<file path="src/rtl/counter_capture.sv">
// counter_capture: free-running counter with synchronized event capture, wrap tracking and overrun flag
module counter_capture #(
    parameter int bits     = 8,
    parameter int maxvalue = 0,
    parameter int restart  = 0
) (
    input  logic            c,
    input  logic            clr,
    input  logic            en,
    input  logic            evt,
    input  logic            ack,
    output logic [bits-1:0] count,
    output logic [bits-1:0] cap,
    output logic            valid,
    output logic            wrap,
    output logic            miss
);
    localparam logic [bits-1:0] max_v = (maxvalue == 0) ? {bits{1'b1}} : bits'(maxvalue);
    localparam logic [bits-1:0] one_v = bits'(1);

    logic            s0_q, s0_d, s1_q, s1_d, s2_q, s2_d;
    logic [bits-1:0] count_q, count_d, cap_q, cap_d;
    logic            valid_q, valid_d, wrap_q, wrap_d, miss_q, miss_d;
    logic            wrap_pend_q, wrap_pend_d;
    logic            rise, wrap_ev, reload;

    // Next-state logic: capture on a synchronized rising edge of evt; a wrap in the capture cycle belongs to the next interval
    always_comb begin
        rise        = s1_q & ~s2_q;
        wrap_ev     = en & (count_q == max_v);
        reload      = (restart != 0) & rise;
        s0_d        = evt;
        s1_d        = s0_q;
        s2_d        = s1_q;
        count_d     = reload ? '0 : en ? (wrap_ev ? '0 : count_q + one_v) : count_q;
        cap_d       = rise ? count_q : cap_q;
        wrap_d      = rise ? wrap_pend_q : wrap_q;
        wrap_pend_d = reload ? 1'b0 : rise ? wrap_ev : (wrap_pend_q | wrap_ev);
        valid_d     = rise ? 1'b1 : ack ? 1'b0 : valid_q;
        miss_d      = miss_q | (rise & valid_q & ~ack);
    end

    // State registers with asynchronous clear
    always_ff @(posedge c or posedge clr) begin
        if (clr) begin
            s0_q        <= 1'b0;
            s1_q        <= 1'b0;
            s2_q        <= 1'b0;
            count_q     <= '0;
            cap_q       <= '0;
            valid_q     <= 1'b0;
            wrap_q      <= 1'b0;
            miss_q      <= 1'b0;
            wrap_pend_q <= 1'b0;
        end else begin
            s0_q        <= s0_d;
            s1_q        <= s1_d;
            s2_q        <= s2_d;
            count_q     <= count_d;
            cap_q       <= cap_d;
            valid_q     <= valid_d;
            wrap_q      <= wrap_d;
            miss_q      <= miss_d;
            wrap_pend_q <= wrap_pend_d;
        end
    end

    assign count = count_q;
    assign cap   = cap_q;
    assign valid = valid_q;
    assign wrap  = wrap_q;
    assign miss  = miss_q;
endmodule
</file>
<file path="config.mk">
export PLATFORM = sky130hd
export DESIGN_NAME = counter_capture
export DESIGN_NICKNAME = d
export VERILOG_FILES = /design/src/rtl/counter_capture.sv
export SDC_FILE = /design/constraint.sdc
export NUM_CORES = 1
export LEC_CHECK = 0
export BUFFER_PORTS_ARGS = -buffer_cell sky130_fd_sc_hd__buf_2
export CAP_MARGIN = 25
export CORE_ASPECT_RATIO = 1.1
export CORE_MARGIN = 2
export CORE_UTILIZATION = 47
export CTS_CLUSTER_SIZE = 28
export DETAILED_ROUTE_END_ITERATION = 10
export PLACE_DENSITY = 0.72
export SLEW_MARGIN = 5
export SYNTH_ARGS = -nofsm -noshare
export SYNTH_HDL_FRONTEND = slang
export SYNTH_SLANG_ARGS = --single-unit
</file>
<file path="constraint.sdc">
create_clock -name c -period 1.5 [get_ports c]
set_clock_uncertainty 0.1 [all_clocks]
set_input_delay 0.075 -clock c [delete_from_list [all_inputs] [get_ports c]]
set_output_delay 0.075 -clock c [all_outputs]
set_load 0.005 [all_outputs]
</file>
Word-level counts from Yosys, hierarchy flattened --
Cells that the tools add are included.
Storage, ports and cells: bits in writable memories 0, bits in latches 0, input port bits 5, register bits 23, memories kept 0, memory bits (read-only) 0
Cells by class: muxes and demuxes 4, bitwise gates (word level) 8, div/mod/pow operators 0, multiply operators 0, shifts and indexed selects 0, reduce and logical (&&, ||, !) cells 1, equality and inequality tests 1, $add $sub $neg 1, order comparisons 0
Operator list (count):
- $add A8 B1 Y8 const B | 1
- $eq A8 B8 Y1 const B | 1
- $mux W8 | 1
- $and A1 B1 Y1 | 4
- $mux W1 | 3
- $not A1 Y1 | 2
- $or A1 B1 Y1 | 2
- $reduce_bool A2 Y1 | 1

Depth between registers and ports, before layout --
Gate-level depths: netlist (run 1).
depth in word-level cells 5, gate-level depth with buffers 4, depth with buffers taken out 4

Worst setup path after synthesis (run 1) --
OpenSTA, ideal clock, no wires.
kind register to register, from register count_q[0] (netlist: count[0]), to register count_q[0] (netlist: count[0]), data required time 1.262 ns, arrival time 1.108 ns, clock period less this slack 1.346 ns, slack 0.154 ns, stages on the path, launching flop included 5, cells stage by stage dfrtp_1 > ha_1 > nand3_1 > nor4_2 > o21ai_0
On the way: word-level cells in the longest chain between the ends 3, elaborated cells between the ends (all ways) 4
Ends and longest elaborated chain:
- from (decl) | line 22 | logic [bits-1:0] count_q, count_d, cap_q, cap_d;
- from (signal assigned) | line 59 | count_q <= count_d;
- branches (longest 2 deep; another with $add A8 B1 Y8)
- $mux W8 * | line 35 | count_d = reload ? '0 : en ? (wrap_ev ? '0 : count_q + one_v) : count_q;
Every way passes the cells marked *. A chain may end at the register's enable or synchronous reset.

Final worst setup path (run 1) --
Same ends and word-level chain as after synthesis.

==> run summary, run 1 <==
The vertical extent of the die is 50.0 microns. Summed over all cells, the static leakage comes to 0.588 nW. The complex-gate fraction of the synthesized area came out at 6.78%. For this configuration, the core starts out at a cell density of 50.2%. The number of port buffers came out at 23. The clock sink total came out at 23. The total negative slack for setup checks came out at 0 ns. The transition time of the tightest slew-check pin is 0.642 ns.

The fmax is 736 MHz. The worst setup path is launched from a flip-flop. The number of fillers in the final layout came out at 152. The number of warning messages in the yosys log is 0. After detailed routing, the average wire length per cell comes to 12.0 microns. The largest net degree at the start of global routing came out at 24. Per report_power, the sequential group accounts for 55.2% of the total. The number of vias per cell came out at 5.07. The area added between synthesis and finish is 25.3%. The post-synthesis share of cell area spent on full adders, half adders and majority gates is 1.38%. The hold violation total from the final report came to 0. The final weighted congestion of routability-driven global placement is 0.763. Summed over all nets, the switching power comes to 0.000536 W. By startpoint and endpoint, the worst setup path is classified as flip-flop to flip-flop.

The number of setup violations in the final report came out at 0. The internal power came out at 0.00111 W. Global routing used 16.1% of the available tracks.

The number of instances in the synthesized netlist is 83. The row count came out at 16. The worst hold path class is input port to async pin.

The flip-flop and latch count after synthesis is 23. The number of global-route vias before repair was 647. The max-slew violation count is 0. The run finished with clean final reports. The synthesized design spends more area on one cell type than any other, namely dfrtp_1. In the synthesized netlist the async set-or-reset flop fraction comes to 100%. The number of DRC violations after detailed routing came out at 0. At the worst endpoint, the required time is 1.59 ns. The mean area per synthesized cell came out at 10.9 sq um. Setup repair after global routing left no endpoint under its margin.

The combined area of all synthesized cells is 905 sq um. VDD sags by at most 0.000937 V. Dividing total power by cell area gives a power density of 1450 nW/um^2. The sequential-to-total area share from yosys stat came out at 63.6%. The final global-route overflow total is 0. The H-tree depth reported by CTS is 1. The wire-length estimate of the detail-placed layout is 1180 microns.

In the final design database the tool counted 122 nets. The detail route stage leaves a number of antenna-violating nets equal to 0. The fraction of layout instances using a drive strength above 1 is 30.4%. The total vias in the final route is 674. The number of clock buffers inserted by TritonCTS is 3. The number of maximum-capacitance constraint violations is 0. The clock network fraction of total power came out at 16.7%. The post-CTS clock slew at the launch and capture registers of the worst setup and hold paths is 0.12 ns. The endpoint kind of the worst setup timing path is a flip-flop. The multiplexer share of the synthesized area came out at 1.24%. The first global-routing pass estimated 2680 microns of wire. The number of iterations in the first detailed-routing pass came out at 4. The number of antenna violations at the first check in global routing is 0. The data arrival time of the critical path came out at 1.45 ns. The clock insertion delay at the later pin of the skew report is 0.30 ns. TritonCTS built the clock tree. The worst stage delay on the critical path came out at 0.38 ns.

On the critical path, the stage with the largest delay is an instance of dfrtp_1. The maximum clock insertion buffer count came out at 2. Counting flops with a built-in enable in the synthesized netlist gives 0. The minimum clock period after layout came out at 1.36 ns. The die covers 2290 sq um. The root buffer cell is clkbuf_4. Walking the worst path, the cells encountered are ha_1, nand3_1, nor4_4, o21ai_0.

The standard cell core area is 1800 sq um. The overall routed net length came out at 1600 microns. The horizontal extent of the die came out at 45.8 microns. For this run, the leading register cell type out of synthesis is dfrtp_1. The worst reg2reg path depth came out at 4. The I/O pin count is 24. The post-layout utilization of the core is 62.9%. nand2_1 is the most common cell in the netlist. The switching power as a share of total power is 32.5%.

The fraction of synthesized cell area taken by the top area cell type is 63.6%. The post-synth net total came out at 89. Of all nets on the critical path, the largest fanout is 4.

Yosys attributes the largest share of cell area to dfrtp_1 64%, nand2_1 10%, xnor2_1 2.9%. The antenna cell count is 0. The first routing iteration left 10 violations. After synthesis, the largest family of logic cells by area is simple AND/OR/NAND/NOR gates. The final critical path takes up 90.6% of the cycle. Sorting the synthesized cells by how often they occur yields 25 x nand2_1, 23 x dfrtp_1, 5 x o21ai_0, 4 x inv_1. The part of the power in combinational logic is 28.1%. Yosys mapped the design onto 23 distinct sky130hd cell types. In this run the tightest slew margin relative to its limit is 57.1%. After Yosys synthesis, XOR and XNOR cells account for 3.87% of the synthesized area. The simple-gate portion of the synthesized area came out at 20.6%.
## power groups by stage
stage	Sequential [W]	Combinational, W	Clock (W)
detailed placement	0.000925	0.000459	0
floorplan	0.000939	0.000199	0
finish	0.000909	0.000463	0.000275
global placement	0.000916	0.000448	0
global route	0.000935	0.000526	0.000319
CTS	0.000913	0.000468	0.000285
## worst max-delay path, delay by kind of cell, from the launching register on
kind | cells | cell delay (ns)
adder cells (fa/ha/maj) | 1 | 0.20
flip-flops | 1 | 0.38
AO/OA/AOI/OAI | 1 | 0.14
AND/OR/NAND/NOR | 2 | 0.44
## layer usage
layer	share of wire, %	up-vias	global-route usage [%]
met1	47	319	20.8
met4	0.94	0	8.57
met3	4.0	2	2.20
met2	48	16	25.6
li1	-	337	-
met5	0	-	0
## through the flow
step	total power, W	std cells	cell area [sq um]	hold WS [ns]	setup slack, ns
after CTS	0.00167	133	1120	0.229	0.0708
after global routing	0.00178	133	1130	0.256	0.0350
after detailed placement	0.00138	125	1060	0.0241	0.0994
final	0.00165	133	1130	0.230	0.141
after floorplan	0.00114	83	905	-0.0231	0.154
after global placement	0.00136	125	1060	0.0223	0.148
## kinds of logic (layout without fill, tap and decap cells)
logic type / Yosys count / after routing
and+or+nand+nor: 38 / 38
DFF: 23 / 23
AOI/OAI and AO/OA: 10 / 10
buffers and inverters: 6 / 38
xor gates and xnor gates: 4 / 4
adders and majority gates: 1 / 1
muxes: 1 / 1
## state kept, by name, summed over array words and instances (netlist names)
register     count
cap              8
count            8
miss             1
s0_q             1
s1_q             1
s2_q             1
valid            1
wrap             1
wrap_pend_q      1
## path summary, 6_finish.rpt
check,from,endpoint,slack [ns]
max in group asynchronous,clr,cap[5],0.85
max,count[0],count[0],0.14
min,clr,cap[7],0.23
min reg2reg,s0_q,s1_q,0.29
max reg2reg,count[0],count[0],0.14
min in group c,s0_q,s1_q,0.29
## layout by cell type (no fill, tap or decap), types with 2 or more instances in the layout
cell type       n
dfrtp_1        23
nor2_1          2
clkbuf_4        3
buf_2          23
dlygate4sd3_1   4
o21ai_0         5
inv_1           4
buf_4           3
nand2_1        25
nand2b_1        3
a21o_1          2
xnor2_1         3
## final cells by class
cell class / instances / area (sq um) / share of cell area, %
inverters: 4 / 15.0 / 1.32
flip-flops and latches: 23 / 576 / 50.8
clock buffers: 3 / 22.5 / 1.99
well taps: 18 / 22.5 / 1.99
repair buffers: 30 / 178 / 15.7
multi-input cells: 54 / 315 / 27.8
clock inverters: 1 / 5.00 / 0.442
## timing repair
item                                   in CTS  in global routing
buffers inserted                            0                  0
setup endpoints to repair                   0                  1
hold buffers                                4                  0
resized for setup                           0                  1
endpoints found under the hold margin      29                  0
(Power assumes the default switching activity.)
==> run 2, diff against run 1 <==
==> constraint.sdc (replaced) <==
create_clock -name c -period 1.5 [get_ports c]
set_clock_uncertainty 0.1 [all_clocks]
set_input_delay 0.15 -clock c [delete_from_list [all_inputs] [get_ports c]]
set_output_delay 0.15 -clock c [all_outputs]
set_load 0.005 [all_outputs]
==> run 2 against run 1 <==
Compared with the run above: sequential power barely moved; utilization fell by 1.1 points; critical path depth did not move; via count fell by 1.3%; worst setup slack barely moved; maximum frequency barely moved; hold slack got worse by 0.20 ns; final area fell by 1.8%; sequential cell count did not move; wire length fell by 1.6%; combinational power fell by 0.9%; global-route usage fell by 0.29 points; critical path type unchanged; largest cell class unchanged; largest power group unchanged.
==> run summary, run 2 (synthesis gave the netlist of run 1 again) <==
The flow ran to the end, and the final reports show no timing, DRC or antenna violations. The leakage power total was 0.579 nW (-1.4%). The startpoint identified for the worst register-to-register timing path is count[0].

The fmax is 736 MHz (about the same). The number of global-route vias before repair is 625 (-3.4%). The clock sink total was 23 (unchanged).

The worst reg2reg path depth is 4 (unchanged). The number of nets in the final layout is 120 (-1.6%). The overall global routing resource usage is 15.8% (-0.29 points). The switching power as a share of total power came out at 32.6% (about the same). The row count came out at 16 (unchanged). The critical path goes through ha_1, nand3_1, nor4_4, o21ai_0. The worst hold path class is input port to flip-flop. The die outline area is 2290 sq um (unchanged).

The total vias in the final route came out at 665 (-1.3%). The count of non-filler cells in the finished layout is 131 (-1.5%). The H-tree depth reported by CTS came out at 1 (unchanged). The number of vias per cell is 5.08 (+0.17%). The worst hold path depth is 3.

The overall routed net length came out at 1580 microns (-1.6%). STA classifies the critical path startpoint as a flip-flop. The final global-route overflow total is 0 (unchanged).

The half-perimeter wire length of the detailed placement result is 1180 microns (unchanged). The number of setup violations in the final report is 0 (unchanged). The standard cell core area is 1800 sq um (unchanged). The post-layout utilization of the core came out at 61.8% (-1.1 points).

The worst stage delay on the critical path came out at 0.38 ns (about the same). The initial cell density of the core is 50.2% (unchanged). The number of maximum-capacitance constraint violations came out at 0 (unchanged). The worst slew slack as a fraction of its limit is 57.1% (about the same). TritonCTS built the clock tree.

The transition time of the tightest slew-check pin was 0.642 ns (-0.000475 ns). The clock insertion delay at the later pin of the skew report is 0.30 ns (about the same). The antenna cell count came out at 0 (unchanged). The final weighted congestion of routability-driven global placement came out at 0.763 (unchanged). The highest net fanout along the worst path came out at 4 (unchanged). The total chip power came out at 0.00164 W (-0.26%). The number of nets still failing antenna checks after routing came out at 0 (unchanged). The power density of the placed cells came out at 1470 nW/um^2 (+1.5%). The global-route wire length before repair is 2630 microns (-2.1%). The total negative slack for setup checks came out at 0 ns (unchanged). The power dissipated by switching net loads came out at 0.000535 W (-0.17%). The clock network fraction of total power is 16.8% (about the same). The post-CTS clock slew at the launch and capture registers of the worst setup and hold paths was 0.12 ns (about the same). The number of clock buffers inserted by TritonCTS came out at 3 (unchanged). The total instance count after detailed placement came out at 125 (unchanged). The share of the clock period used by the worst path is 90.6% (about the same). The per-cell routed wire length came to 12.0 microns (-0.12%). The root buffer cell is clkbuf_4. The number of port buffers is 23 (unchanged).

The number of DRC markers in iteration 0 is 10 (unchanged). The I/O pin count is 24 (unchanged). The endpoint of the worst-slack reg-to-reg timing path is count[0]. The commonest non-fill, non-tap cell in the layout is nand2_1. The maximum clock insertion buffer count came out at 2 (unchanged).

The path with the worst hold slack has its endpoint at valid. The internal power is 0.00111 W (-0.31%). For this design, the slowest cell found on the critical path is dfrtp_1. The minimum clock period after layout is 1.36 ns (-0.0000300 ns). The horizontal extent of the die came out at 45.8 microns (unchanged).

The share of total power in sequential cells came out at 55.3% (about the same). The endpoint kind of the worst setup timing path is a flip-flop. The maximum ir drop on the vdd rail was 0.000937 V (about the same). The fraction of layout instances using a drive strength above 1 came to 31.0% (+0.54 points). The largest net degree at the start of global routing came out at 24 (unchanged). In this run the worst setup path begins at count[0]. The vertical extent of the die came to 50.0 microns (unchanged). The number of iterations in the first detailed-routing pass is 4 (unchanged).

The number of DRC violations after detailed routing was 0 (unchanged). The startpoint of the tightest hold check path is ack. The setup fix buffers added after clock tree synthesis is 0 (unchanged). Setup repair after global routing left no endpoint under its margin. In the layout the commonest cells are 25 x nand2_1, 23 x dfrtp_1, 23 x buf_2. The data required time at the worst endpoint came out at 1.59 ns (about the same).

The data arrival time of the critical path is 1.45 ns (about the same). The number of antenna violations at the first check in global routing is 0 (unchanged). The reg-to-reg setup timing slack is 0.14 ns (about the same). The area added between synthesis and finish came out at 23.1%. The part of the power in combinational logic came to 27.9% (-0.2 points). The max-slew violation count came to 0 (unchanged). The hold violation total from the final report came out at 0 (unchanged).

The worst hold margin is 0.0349 ns (-0.195 ns). The type of the worst setup path is flip-flop to flip-flop.
run 2: timing repair:
item,CTS,global route
endpoints found under the setup margin,0,1
hold buffers,2,0
resized for setup,0,1
endpoints found under the hold margin,24,0
run 2: worst max-delay path by stage:
stage	end
2_1_floorplan	count[0]
3_3_place_gp	count[0]
3_5_place_dp	count[0]
4_1_cts	count[0]
5_1_grt	count[0]
6_report	count[0]
run 2: worst max-delay path, delay by kind of cell, from the launching register on:
| family | cells | cell delay [ns] |
|---|---|---|
| adder cells (fa/ha/maj) | 1 | 0.20 |
| AND/OR/NAND/NOR | 2 | 0.44 |
| AO/OA/AOI/OAI | 1 | 0.14 |
| flip-flops | 1 | 0.38 |
run 2: power by group through the flow:
stage	Combinational [W]	Sequential [W]	Clock, W
floorplan	0.000199	0.000939	0
CTS	0.000464	0.000913	0.000285
finish	0.000459	0.000909	0.000275
global placement	0.000448	0.000916	0
detailed placement	0.000459	0.000925	0
global route	0.000521	0.000935	0.000319
run 2: cell type report:
| cell class | count | area (sq um) |
|---|---|---|
| multi-input combinational | 54 | 315 |
| sequential | 23 | 576 |
| fill | 154 | 688 |
| tap | 18 | 22.5 |
| clock buffer | 3 | 22.5 |
| inverter | 4 | 15.0 |
| timing repair buffer | 28 | 158 |
| clock inverter | 1 | 5.00 |
run 2: per-stage QoR:
stage	instance area (sq um)	setup slack [ns]
final	1110	0.141
after global routing	1110	0.0350
after CTS	1100	0.0708
after detailed placement	1060	0.0994
after global placement	1060	0.148
after floorplan	905	0.154
run 2: per-layer routing:
metal	GRT usage [%]	wire, microns
met4	8.57	15
met5	0	0
met2	24.6	759
met3	2.20	66
met1	20.8	733
==> run 3, diff against run 2 <==
CORE_UTILIZATION = 45   (was 47)
PLACE_DENSITY = 0.73   (was 0.72)
clock period = 1.1 ns   (was 1.5 ns; I/O delays follow)
==> run 3 against run 2 <==
Compared with the run above: the run now ends with setup timing left; via count up 24%; worst setup slack worse by 0.40 ns; final area up 38%; die area up 4.1%; sequential power up 41%; wire length up 51%; sequential cell count unchanged; non-clock buffer count up 30; sequential share of layout area down 14 points; critical endpoint is now count[3]; largest cell class unchanged.
==> run summary, run 3 (synthesis gave the netlist of run 1 again) <==
On the critical path, the stage with the largest delay is an instance of dfrtp_2. The number of nets still failing antenna checks after routing is 0 (unchanged). The minimum clock period after layout came out at 1.36 ns (-0.00263 ns). The standard cell core area came out at 1960 sq um (+8.6%). The data required time at the worst endpoint came out at 1.20 ns (-0.39 ns).

The root buffer cell chosen for the clock tree is clkbuf_4. The number of antenna violations at the first check in global routing came out at 0 (unchanged). The smallest setup slack after layout is -0.256 ns (-0.397 ns). The number of global-route vias before repair was 770 (+23%). The overall routed net length was 2380 microns (+51%). The power density of the placed cells came out at 2050 nW/um^2 (+39%). The data arrival time of the critical path was 1.46 ns (about the same). The worst hold margin came out at 0.0783 ns (+0.0434 ns). The clock sink total is 23 (unchanged).

The per-cell routed wire length came to 13.8 microns (+15%). The setup path with the least slack is of type flip-flop to flip-flop. The fraction of layout instances using a drive strength above 1 was 54.2% (+23 points). The library cells used most frequently in the layout, excluding fill and tap cells, are 24 x nand2_1, 21 x buf_4, 19 x dfrtp_1.

The worst setup path is launched from a flip-flop. The overall global routing resource usage is 21.3% (+5.5 points). The clock insertion delay at the later pin of the skew report came out at 0.32 ns (+0.02 ns). The number of iterations in the first detailed-routing pass is 4 (unchanged). The number of DRC violations after detailed routing came out at 0 (unchanged). The antenna cell count came out at 0 (unchanged). The leakage power total is 0.772 nW (+33%).

The worst stage delay on the critical path came out at 0.44 ns (+0.06 ns). STA classifies the critical path endpoint as a flip-flop. The hold violation total from the final report was 0 (unchanged).

The library cell used most frequently in the layout, excluding fill and tap cells, is nand2_1. The checks that failed: setup timing. The vertical extent of the die came out at 51.0 microns (+2.0%). The final weighted congestion of routability-driven global placement is 0.799 (+4.8%). Traced cell by cell, the critical path runs through ha_4, nand3_4, nor4_4, nor2_1. The global-route wire length before repair is 3500 microns (+33%). The max-slew violation count is 0 (unchanged).

The number of vias per cell is 4.78 (-5.7%). The min-delay analysis places its worst path in the category input port to flip-flop. The half-perimeter wire length of the detailed placement result is 1340 microns (+13%). The flow ran to the end, but the final reports show violations. The area added between synthesis and finish is 69.4%. The final global-route overflow total came out at 0 (unchanged).

The row count is 17 (+1). The total vias in the final route is 823 (+24%). The highest net fanout along the worst path came out at 4 (unchanged). The share of the clock period used by the worst path is 123% (+33 points).

Setup repair after global routing could not meet its margin everywhere. The number of port buffers came to 23 (unchanged). The initial cell density of the core came out at 46.2% (-4.0 points). The critical path buffer and inverter count came out at 0 (unchanged). The I/O pin count came out at 24 (unchanged).

The post-layout utilization of the core is 78.3% (+17 points). The number of DRC markers in iteration 0 came to 8 (-2). The maximum clock insertion buffer count was 2 (unchanged). The number of clock buffers inserted by TritonCTS was 3 (unchanged). The fmax is 737 MHz (+0.19%). The H-tree depth reported by CTS was 1 (unchanged).

The transition time of the tightest slew-check pin came to 0.386 ns (-0.256 ns). The post-CTS clock slew at the launch and capture registers of the worst setup and hold paths came to 0.13 ns (about the same). The worst slew slack as a fraction of its limit came out at 74.1% (+17 points). Among cell families on the critical path, the largest total delay comes from simple AND/OR/NAND/NOR gates. The number of nets in the final layout is 151 (+26%). The CTS tree is built. The die outline area came out at 2390 sq um (+4.1%). The total negative slack for setup checks was -2.50 ns (-2.50 ns). The total chip power came to 0.00314 W (+91%).

The maximum ir drop on the vdd rail came out at 0.00194 V (+110%). The number of setup violations in the final report was 16 (+16). The horizontal extent of the die came to 46.8 microns (+2.0%). The number of maximum-capacitance constraint violations is 0 (unchanged). The largest net degree at the start of global routing came out at 24 (unchanged).
run 3: through the flow:
step / instances / cell area, sq um / worst slack (ns)
detailed placement: 149 / 1190 / -0.250
global route: 172 / 1530 / -0.307
finish: 172 / 1530 / -0.256
global placement: 149 / 1190 / -0.197
CTS: 161 / 1400 / -0.233
floorplan: 83 / 923 / -0.202
run 3: repair_timing:
item                                   CTS  global route
endpoints found under the hold margin   26             0
setup endpoints to repair               25            34
pin swaps                                8             4
cloned                                   0             2
setup buffers                            5            10
gates resized for setup                 23            12
hold buffers                             3             0
run 3: final timing paths:
kind | slack [ns] | cells after the start | endpoint | from
setup / recovery | -0.26 | 4 | count[3] | count[1]
hold / removal | 0.08 | 4 | count[7] | en
setup reg to reg | -0.26 | 4 | count[3] | count[1]
hold reg to reg | 0.27 | 0 | s1_q | s0_q
max in group asynchronous | 0.41 | 4 | count[4] | clr
min in group asynchronous | 0.24 | 4 | wrap | clr
run 3: where the power goes:
group	leakage (nW)	internal (W)	switching, W	total, W
clock network	0.0139	0.000139	0.000271	0.000410
logic	0.488	0.000903	0.000551	0.00145
registers	0.270	0.00107	0.000209	0.00128
run 3: cell type report:
class	count	area [sq um]
inverter	4	15.0
clock inverter	1	7.51
fill	123	424
sequential	23	581
timing repair buffer	58	464
tap	28	35.0
clock buffer	3	22.5
multi-input combinational	55	408
run 3: worst reg2reg max path: stages, from the launching register on:
cell     delay [ns]
dfrtp_2        0.44
ha_4           0.17
nand3_4        0.08
nor4_4         0.37
nor2_1         0.09
run 3: routing by layer:
metal  routed length (microns)  share of wire, %  track usage (%)  vias up
met2                      1260                53             34.7       22
met5                         0                 0                0        -
li1                          -                 -                -      398
met4                        47               2.0             12.5        0
met1                       981                41             26.0      398
met3                        88               3.7             3.18        5
